`src/rtl/store_pixel_block.sv`:
```
// -----------------------------------------------------------------------------
// store_pixel_block
//
// Writes one 4x4 block of source pixels into a frame memory as an 8x8 square
// of memory pixels.  Each source pixel is replicated into a 2x2 memory square.
// Writes are issued in raster order (x 0..7 within a row, then the next row)
// with a simple valid/ready handshake: a write completes on a cycle where
// mem_we and mem_ready are both high.
//
// Ports
//   clk         system clock, all state updates on the rising edge
//   reset       synchronous, active-high reset
//   start       request to write one block (only looked at in IDLE)
//   block_x     block column index (8 memory pixels per block)
//   block_y     block row index (8 memory pixels per block)
//   pixels      16 packed pixels, pixel n at [n*PIXEL_W +: PIXEL_W],
//               row-major 4x4 (n = 4*row + col)
//   mem_ready   memory accepts the presented write this cycle
//   mem_hcount  write column address (wraps modulo 1024)
//   mem_vcount  write row address (wraps modulo 1024)
//   mem_data    write data
//   mem_we      write request
//   busy        high while writing a block
//   done        one-cycle pulse after the final write of a block completes
//
// States
//   state   | meaning
//   --------+-------------------------------------------------------------
//   S_IDLE  | waiting for start; outputs hold the last written values
//   S_WRITE | presenting writes, advancing on each accepted write
//   S_DONE  | block finished; done pulses for this one cycle
// -----------------------------------------------------------------------------
module store_pixel_block #(
  parameter int PIXEL_W = 9
) (
  input  logic                   clk,
  input  logic                   reset,
  input  logic                   start,
  input  logic [7:0]             block_x,
  input  logic [7:0]             block_y,
  input  logic [16*PIXEL_W-1:0]  pixels,
  input  logic                   mem_ready,
  output logic [9:0]             mem_hcount,
  output logic [9:0]             mem_vcount,
  output logic [PIXEL_W-1:0]     mem_data,
  output logic                   mem_we,
  output logic                   busy,
  output logic                   done
);

  localparam logic [1:0] S_IDLE  = 2'd0;
  localparam logic [1:0] S_WRITE = 2'd1;
  localparam logic [1:0] S_DONE  = 2'd2;

  logic [1:0]            state;
  logic [16*PIXEL_W-1:0] pix_q;
  logic [7:0]            bx_q;
  logic [7:0]            by_q;
  logic [2:0]            x_cnt;
  logic [2:0]            y_cnt;

  logic [2:0]            x_nxt;
  logic [2:0]            y_nxt;
  logic                  last_wr;

  // Memory address of offset o inside block b.  The 11-bit sum is cut to
  // 10 bits on purpose: block indices >= 128 wrap silently modulo 1024.
  function automatic logic [9:0] block_addr(input logic [7:0] b,
                                            input logic [2:0] o);
    return 10'({b, 3'b000} + 11'(o));
  endfunction

  // Source pixel idx = 4*row + col out of a packed 16-pixel word.
  function automatic logic [PIXEL_W-1:0] pixel_at(input logic [16*PIXEL_W-1:0] p,
                                                  input logic [3:0] idx);
    return p[int'(idx)*PIXEL_W +: PIXEL_W];
  endfunction

  always_comb begin
    x_nxt   = x_cnt + 3'd1;
    y_nxt   = (x_cnt == 3'd7) ? (y_cnt + 3'd1) : y_cnt;
    last_wr = (x_cnt == 3'd7) && (y_cnt == 3'd7);
  end

  // Address and data are registered so they can be held steady while the
  // memory stalls, and keep their last values once the block is finished.
  always_ff @(posedge clk) begin
    if (reset) begin
      state      <= S_IDLE;
      pix_q      <= '0;
      bx_q       <= '0;
      by_q       <= '0;
      x_cnt      <= '0;
      y_cnt      <= '0;
      mem_hcount <= '0;
      mem_vcount <= '0;
      mem_data   <= '0;
    end else begin
      case (state)
        S_IDLE: begin
          if (start) begin
            pix_q      <= pixels;
            bx_q       <= block_x;
            by_q       <= block_y;
            x_cnt      <= '0;
            y_cnt      <= '0;
            mem_hcount <= block_addr(block_x, 3'd0);
            mem_vcount <= block_addr(block_y, 3'd0);
            mem_data   <= pixel_at(pixels, 4'd0);
            state      <= S_WRITE;
          end
        end

        S_WRITE: begin
          if (mem_ready) begin
            if (last_wr) begin
              state <= S_DONE;
            end else begin
              x_cnt      <= x_nxt;
              y_cnt      <= y_nxt;
              mem_hcount <= block_addr(bx_q, x_nxt);
              mem_vcount <= block_addr(by_q, y_nxt);
              // 2x2 replication: memory (x,y) maps to source (x/2, y/2)
              mem_data   <= pixel_at(pix_q, {y_nxt[2:1], x_nxt[2:1]});
            end
          end
        end

        S_DONE: begin
          state <= S_IDLE;
        end

        default: begin
          state <= S_IDLE;
        end
      endcase
    end
  end

  assign mem_we = (state == S_WRITE);
  assign busy   = (state == S_WRITE);
  assign done   = (state == S_DONE);

endmodule

```
`config.mk`:
```
export PLATFORM = sky130hd
export DESIGN_NAME = store_pixel_block
export DESIGN_NICKNAME = d
export VERILOG_FILES = /design/src/rtl/store_pixel_block.sv
export SDC_FILE = /design/constraint.sdc
export NUM_CORES = 1
export LEC_CHECK = 0
export BUFFER_PORTS_ARGS = -buffer_cell sky130_fd_sc_hd__buf_4
export CAP_MARGIN = 20
export CELL_PAD_IN_SITES_DETAIL_PLACEMENT = 1
export CELL_PAD_IN_SITES_GLOBAL_PLACEMENT = 1
export CORE_MARGIN = 10
export CORE_UTILIZATION = 40
export DETAILED_ROUTE_END_ITERATION = 7
export PLACE_DENSITY = 0.77
export SLEW_MARGIN = 5
export SYNTH_ARGS = -nofsm -noshare
export SYNTH_HDL_FRONTEND = slang
export SYNTH_SLANG_ARGS = --single-unit
```
`constraint.sdc`:
```
create_clock -name clk -period 2.4 [get_ports clk]
set_input_delay 0.12 -clock clk [delete_from_list [all_inputs] [get_ports clk]]
set_output_delay 0.12 -clock clk [all_outputs]
set_load 0.005 [all_outputs]
```
======== Yosys cells after proc, flatten, opt, wreduce, memory -nomap -nowiden ========
Cells that the tools add are included.
storage, ports and cells
  bits in registers ....................... 195
  latch bits .............................. 0
  memory bits (writable) .................. 0
  ROM bits ................................ 0
  bits of input ports ..................... 164
  output and inout port bits .............. 32
  word-level logic and storage cells ...... 53
  memories ................................ 0
cells by class
  add/subtract/negate cells ............... 4
  multiply operators ...................... 1
  div/mod/pow operators ................... 0
  order comparisons ....................... 0
  eq/ne operators ......................... 8
  shift-type cells ........................ 1
  mux-type cells .......................... 24
  bitwise gates (word level) .............. 0
  reduce and logical (&&, ||, !) cells .... 6
operators by type and width
  operator                                                            number
  144-bit by 9-bit variable part select with 9-bit output             1
  10-bit two-way mux                                                  6
  10-bit case mux with 2 select lines                                 2
  9-bit two-way mux                                                   3
  10-bit by 3-bit adder with 10-bit output                            2
  3-bit two-way mux                                                   6
  9-bit case mux with 2 select lines                                  1
  3-bit case mux with 2 select lines                                  2
  4-bit by 4-bit multiplier with 8-bit output, second input constant  1
  3-bit by 1-bit adder with 3-bit output, second input constant       2
  3-bit == test, second input constant                                2
  2-bit two-way mux                                                   3
  2-bit != test, second input constant                                3
  2-bit case mux with 2 select lines                                  1
  4-bit AND reduction                                                 1
  3-bit AND reduction                                                 1
  2-bit by 1-bit == test with 1-bit output, second input constant     1
  2-bit == test, second input constant                                1
  2-bit logical NOT                                                   1
  2-bit by 1-bit != test with 1-bit output, second input constant     1
  2-bit AND reduction                                                 1
  2-bit nonzero test                                                  1
  1-bit logical AND                                                   1

======== Logic depth before layout (Yosys ltp) ========
Gate-level depths: netlist of the first run.
  word-level depth ........................ 7
  mapped depth ............................ 8
  depth with buffers taken out ............ 6

======== Least setup slack after synthesis of the first run ========
Ideal clock, no wire load.
  path type ............................... flip-flop to flip-flop
  start point ............................. register, netlist name mem_hcount[0]
  end point ............................... register mem_data[5]
  setup time .............................. 0.125 ns
  data arrival time ....................... 1.784 ns
  required time ........................... 2.275 ns
  path slack .............................. 0.491 ns
  stages on the path, launching flop included .. 9
  buffers on the path ..................... 3
  period minus slack after synthesis ...... 1.909 ns
  cell sequence ........................... dfxtp_1 > ha_1 > ha_1 > buf_4 > buf_2 > buf_2 > mux4_2 > o22ai_1 > nor4_1
RTL lines
  element               line  text
  to (signal assigned)  109   mem_data <= pixel_at(pixels, 4'd0);
  to (signal assigned)  124   mem_data <= pixel_at(pix_q, {y_nxt[2:1], x_nxt[2:1]});
  to (decl)             45    output logic [PIXEL_W-1:0] mem_data,

==> results of run 1 <==
## logic make-up (layout without fill, tap and decap cells)
kind of cell	after synthesis	in the layout
simple gates	388	388
mux	38	38
other cells	0	2
compound gates	242	242
fa+ha+maj	4	4
buf+inv	83	399
flops	189	189
## layer usage
| layer | track usage | vias to the layer above |
|---|---|---|
| met3 | 0.0599 | 81 |
| met2 | 0.431 | 240 |
| met5 | 0 | - |
| li1 | - | 3841 |
| met4 | 0.112 | 0 |
| met1 | 0.267 | 4024 |
## Yosys cell counts, drive strengths merged
| master | number |
|---|---|
| nor2b | 12 |
| nand3 | 1 |
| a21boi | 1 |
| o21bai | 9 |
| nand3b | 1 |
| nand4 | 1 |
| clkbuf | 35 |
| o31ai | 1 |
| o21ai | 19 |
| mux4 | 36 |
| nor4 | 9 |
| dfxtp | 189 |
| nand4b | 1 |
| ha | 4 |
| nand2b | 4 |
| mux2i | 2 |
| o22ai | 9 |
| nor3 | 11 |
| buf | 46 |
| and2 | 1 |
| a211oi | 10 |
| nand2 | 346 |
| or4 | 1 |
| inv | 2 |
| a21oi | 179 |
| a211o | 14 |
## final timing paths
check	slack (ns)	from	end	cells after the start
max	0.1	mem_hcount[0]	mem_data[5]	5
min	0.008	pixels[132]	pix_q[132]	3
max reg2reg	0.1	mem_hcount[0]	mem_data[5]	5
min reg2reg	0.46	pix_q[8]	pix_q[8]	2
## flip-flops by register name (all words and copies together) (netlist names)
name	count
pix_q	144
mem_hcount	10
mem_vcount	10
mem_data	9
bx_q	7
by_q	7
state	2
## final cells by class
cell class | instances | area (sq um)
Antenna cell | 2 | 5.00
Fill cell | 2270 | 8250
Timing Repair Buffer | 368 | 3250
Inverter | 2 | 10.0
Clock inverter | 10 | 92.6
Sequential cell | 189 | 3780
Multi-Input combinational cell | 672 | 3920
Clock buffer | 19 | 453
Tap cell | 270 | 338
## per-stage QoR
stage	cells	hold WS (ns)	area (sq um)
4_1_cts	1530	0.00136	11800
6_report	1532	0.00767	11900
3_3_place_gp	1349	0.368	9770
2_1_floorplan	944	0.256	8150
3_5_place_dp	1349	0.377	9770
5_1_grt	1532	0.000281	11900
## critical path, stage by stage (launching register included)
cell,delay [ns]
dfxtp_1,0.34
ha_2,0.38
buf_12,0.21
mux4_1,0.63
a211oi_1,0.46
nor4_1,0.13
## cells in the final DEF (no fill, tap or decap), types with 10 or more instances in the layout
cell type      synthesis  final
dlygate4sd3_1          0    152
mux4_1                23     23
nand2_1              346    346
mux4_2                13     13
dfxtp_1              189    189
a211o_1               14     14
clkbuf_16              0     17
nor3_1                11     11
o21ai_0               19     19
buf_4                 18    207
nor2b_1               11     10
a21oi_1              178    178
## what timing repair did
action / 4_1_cts / 5_1_grt
gates resized for setup: 0 / 1
setup endpoints to repair: 0 / 2
hold buffers: 152 / 0
hold endpoints to repair: 152 / 0
## power by group through the flow
stage                     logic, mW  clock network (mW)  registers, mW
after global placement        0.981                   0           3.50
after global routing           1.36                2.87           3.47
after floorplan               0.575                   0           3.47
final                          1.25                2.70           3.45
after detailed placement       1.00                   0           3.51
after CTS                      1.21                2.72           3.44
==> results by group, run 1 <==
Clock network
  • Clk pin slew, worst setup/hold paths: 0.07 ns
  • CTS tree: built
  • Number of buffers created by CTS: 17
  • CTS Sinks: 189
  • Root Driver: clkbuf_16
  • Clock tree buffer depth: 2
  • Setup Buffers After CTS: 0
  • H-tree depth: 4
  • Clk_lat worst skew: 0.44 ns

Setup path
  • WP data required: 2.70 ns
  • Critical path class: reg -> reg
  • Critical Path AT: 2.61 ns
  • Critical Path Fanout Max: 24
  • CP endpoint kind: register
  • Startpoint types: register

GRT
  • First-pass GRT wire length: 50.2 mm
  • GRT Residual Overflow: 0
  • Total GRT Usage: 0.243
  • Initial antenna violation count: 2
  • Largest net degree at the start of global routing: 81
  • Vias in the first global route: 8949

Synthesis
  • Yosys reg bits: 189
  • Post-synthesis simple-gate area fraction: 0.193
  • Post-Syn Area per Cell: 8.63 sq um
  • Most area-consuming cells after synthesis: dfxtp_1, nand2_1, a21oi_1
  • Area share of the largest cell type after synthesis: 0.465
  • Synth Area in Compound Gates: 0.165
  • Post-Synth Adder-Cell Area: 0.00614
  • Xor/xnor share of the synthesized area: 0
  • Area leader, netlist: dfxtp_1
  • Cells after Synth: 944
  • Register area share after synthesis: 0.465
  • Largest family of logic cells by synthesized area: simple AND/OR/NAND/NOR gates
  • Post-Syn Nets: 1112
  • Synth Warn #: 0
  • Distinct cells, synth: 36
  • Mux contribution to synthesized area: 0.113
  • Cell Area, Synth: 0.00815 sq mm

Status
  • Status: finished clean

Timing
  • Setup_tns: 0 ns
  • Final Max Slew Viols: 0
  • Final WS setup: 0.0954 ns
  • Tmin final: 2.30 ns
  • Final setup vio count: 0
  • Rel. slew slack: 0.572
  • Final Cycle Share: 0.960
  • Clock Skews: 0.00951 ns
  • Slew of the pin with the lowest slew margin: 0.642 ns
  • FMAX: 0.434 GHz
  • Count of final hold-check violations: 0

Layout
  • Util after Layout: 0.590
  • Share of layout cells above drive strength 1: 0.215
  • Nets: 1418
  • Area delta synth->final: 45.5%

Placement
  • Gpl congestion: 0.797
  • Buffers on Ports: 193
  • HPWL Detailed: 19.3 mm
  • Setup WS pre-CTS: 0.117 ns

Drt
  • Initial DRC count: 492
  • Drt wl/cell: 21.3 um
  • Routed Antenna Nets: 0
  • Metal-1 WL: 12.8 mm
  • Met3 routed wirelength: 1.55 mm
  • DR vias: 8186
  • WL met2: 16.9 mm
  • Post-Route WL: 32.6 mm
  • DRC: 0
  • First-pass DRT Iterations: 5
  • Vias per cell: 5.34
  • Max Used Layer: met4

Job
  • MaxCap Viol Count: 0

Pwr
  • Pint: 5.45 mW
  • Clk network pwr share: 0.365
  • PD cells: 625 mW/mm^2
  • Pleak: 4.81 nW
  • Tot Pwr: 7.41 mW
  • Sequential share of power: 0.466
  • Worst vdd ir: 0.391 mV
  • Comb pwr share: 0.169
  • Sw Ratio: 0.265
  • Psw: 1.96 mW

Floorplanning
  • IO Pins: 196
  • Die height: 163 um
  • Initial core utilization: 0.405
  • Core area: 0.0201 sq mm
  • Full die area: 0.0265 sq mm
  • FP Rows: 52
  • Chip width: 163 um

Min path
  • Hold/Removal Path Class: in -> reg
Note: power is estimated with default switching activity, not from simulation.
==> run 2, diff against run 1 <==
--- a/config.mk
+++ b/config.mk
@@ -5,14 +5,15 @@
 export SDC_FILE = /design/constraint.sdc
 export NUM_CORES = 1
 export LEC_CHECK = 0
-export BUFFER_PORTS_ARGS = -buffer_cell sky130_fd_sc_hd__buf_4
 export CAP_MARGIN = 20
 export CELL_PAD_IN_SITES_DETAIL_PLACEMENT = 1
 export CELL_PAD_IN_SITES_GLOBAL_PLACEMENT = 1
 export CORE_MARGIN = 10
 export CORE_UTILIZATION = 40
+export CTS_CLUSTER_SIZE = 20
 export DETAILED_ROUTE_END_ITERATION = 7
-export PLACE_DENSITY = 0.77
+export DONT_BUFFER_PORTS = 1
+export PLACE_DENSITY = 0.66
 export SLEW_MARGIN = 5
 export SYNTH_ARGS = -nofsm -noshare
 export SYNTH_HDL_FRONTEND = slang
==> results by group, run 2 (synthesized netlist as in run 1, its figures left out) <==
Layout
  • Util after Layout: 0.528 (-0.0616)
  • Filler cells: 2257 (-0.57%)
  • Area delta synth->final: 30.3%
  • Top flop regs: pix_q x144, mem_hcount x10, mem_vcount x10
  • Share of layout cells above drive strength 1: 0.0757 (-0.139)
  • Max reg flops: 144 (unchanged)
  • Most common cell after layout, fill and taps aside: nand2_1
  • Area of the multi-input gates: 0.00393 sq mm (+0.22%)
  • Most frequent cells in the layout: nand2_1, dfxtp_1, a21oi_1
  • Most flops, register: pix_q
  • Nets: 1238 (-13%)
  • Register area: 0.00379 sq mm (about the same)
  • Post-route cell area: 0.0106 sq mm (-10%)

Setup path
  • CP top delay family: multiplexers
  • R2R Setup Slk: 0.09 ns (about the same)
  • Cells along the critical path: ha_2, buf_12, buf_4, mux4_1, o22ai_1, nor4_1
  • Startpoint types: register
  • Critical Path AT: 2.63 ns (+0.02 ns)
  • Worst path slowest cell: mux4_1
  • Largest stage delay on the critical path: 0.65 ns (+0.02 ns)
  • WP data required: 2.72 ns (+0.02 ns)
  • Worst path bufs/invs: 2 (+1)
  • Critical path class: reg -> reg
  • CP endpoint kind: register
  • Critical Path Fanout Max: 24 (unchanged)

Placement
  • Setup WS pre-CTS: 0.153 ns (+0.0359 ns)
  • Gpl congestion: 0.786 (-1.3%)
  • HPWL Detailed: 18.3 mm (-5.2%)
  • Area post-placement: 0.00822 sq mm (-16%)
  • Buffers on Ports: 0 (-100%)

Pwr
  • Sw Ratio: 0.254 (-0.0111)
  • Sequential share of power: 0.464 (-0.002)
  • Worst vdd ir: 0.489 mV (+25%)
  • Psw: 1.89 mW (-3.5%)
  • Comb pwr share: 0.127 (-0.042)
  • Clk network pwr share: 0.410 (+0.045)
  • Tot Pwr: 7.46 mW (+0.69%)
  • Pleak: 4.10 nW (-15%)
  • Pint: 5.57 mW (+2.2%)
  • PD cells: 703 mW/mm^2 (+12%)

Clock network
  • H-tree depth: 4 (unchanged)
  • Clock tree buffer depth: 2 (unchanged)
  • Clk_lat worst skew: 0.44 ns (about the same)
  • Root Driver: clkbuf_16
  • Number of buffers created by CTS: 17 (unchanged)
  • CTS Sinks: 189 (unchanged)
  • Clk pin slew, worst setup/hold paths: 0.07 ns (about the same)
  • CTS tree: built

GRT
  • Initial antenna violation count: 4 (+2)
  • First-pass GRT wire length: 44.1 mm (-12%)
  • GRT Residual Overflow: 0 (unchanged)
  • Total GRT Usage: 0.211 (-0.0323)
  • Vias in the first global route: 8114 (-9.3%)
  • Largest net degree at the start of global routing: 127 (+57%)

Floorplanning
  • Full die area: 0.0265 sq mm (unchanged)
  • FP Rows: 52 (unchanged)
  • IO Pins: 196 (unchanged)
  • Die height: 163 um (unchanged)
  • Chip width: 163 um (unchanged)
  • Initial core utilization: 0.405 (unchanged)
  • Core area: 0.0201 sq mm (unchanged)

Drt
  • First-pass DRT Iterations: 4 (-1)
  • Post-Route WL: 28.2 mm (-13%)
  • Drt wl/cell: 20.8 um (-2.3%)
  • DRC: 0 (unchanged)
  • Routed Antenna Nets: 0 (unchanged)
  • DR vias: 7271 (-11%)
  • Vias per cell: 5.36 (+0.28%)
  • Initial DRC count: 341 (-31%)

Status
  • Status: finished clean

Timing
  • Final Cycle Share: 0.963 (+0.00260)
  • Tmin final: 2.31 ns (+0.00625 ns)
  • FMAX: 0.433 GHz (-0.27%)
  • Final WS setup: 0.0891 ns (-0.00625 ns)
  • Final setup vio count: 0 (unchanged)
  • Clock Skews: 0.0120 ns (+0.00252 ns)
  • Slew of the pin with the lowest slew margin: 0.624 ns (-0.0184 ns)
  • Rel. slew slack: 0.584 (+0.0122)
  • Count of final hold-check violations: 0 (unchanged)
  • Fin Hold WS: 0.105 ns (+0.0977 ns)
  • Final Max Slew Viols: 0 (unchanged)

Job
  • MaxCap Viol Count: 0 (unchanged)

Min path
  • Hold/Removal Path Class: in -> reg
[run 2: changes by cell type in the layout (fill, tap and decap cells not counted), sizes merged]
cell	change
buf	-198
dlygate4sd3	+16
bufinv	+3
diode	+2
clkinv	+1
clkinvlp	-1
inv	+1
nand2b	+1
[run 2: what timing repair did]
item	in CTS	in global routing
resized for setup	0	9
hold buffers	169	0
hold endpoints to repair	189	0
endpoints found under the setup margin	0	62
buffers inserted	0	1
[run 2: per-layer routing]
metal | vias up | routed length (um) | GRT usage
met5 | - | 0 | 0
met4 | 0 | 845 | 0.0906
met3 | 49 | 1540 | 0.0592
met2 | 181 | 14500 | 0.366
met1 | 3546 | 11300 | 0.237
li1 | 3495 | - | -
[run 2: final cells by class]
| class | count | area share |
|---|---|---|
| Timing Repair Buffer | 187 | 0.180 |
| Clock buffer | 18 | 0.0414 |
| Multi-Input combinational cell | 673 | 0.371 |
| Antenna cell | 4 | 0.000943 |
| Tap cell | 270 | 0.0318 |
| Clock inverter | 14 | 0.0180 |
| Sequential cell | 189 | 0.357 |
| Inverter | 2 | 0.000943 |
[run 2: power by group through the flow]
stage	sequential, mW	combinational, mW	clock (mW)
global route	3.48	1.05	3.23
finish	3.46	0.944	3.06
global placement	3.52	0.630	0
floorplan	3.47	0.575	0
detailed placement	3.53	0.660	0
CTS	3.46	0.930	3.10
[run 2: path summary, 6_finish.rpt]
kind                                    start           to  depth (start not counted)
worst min-delay path                mem_ready     state[0]                          3
worst min register to register      pix_q[67]    pix_q[67]                          2
worst max register to register  mem_hcount[1]  mem_data[1]                          6
worst max-delay path            mem_hcount[1]  mem_data[1]                          6
[run 2: tightest hold or removal path, delay by kind of cell]
kind | cells | cell delay, ns
AND/OR/NAND/NOR | 2 | 0.17
AO/OA/AOI/OAI | 1 | 0.21
[run 2: stage by stage]
| stage | setup TNS [ns] | instances |
|---|---|---|
| global placement | 0 | 1150 |
| floorplan | 0 | 944 |
| CTS | 0 | 1351 |
| detailed placement | 0 | 1150 |
| global route | -0.00157 | 1357 |
| finish | 0 | 1357 |
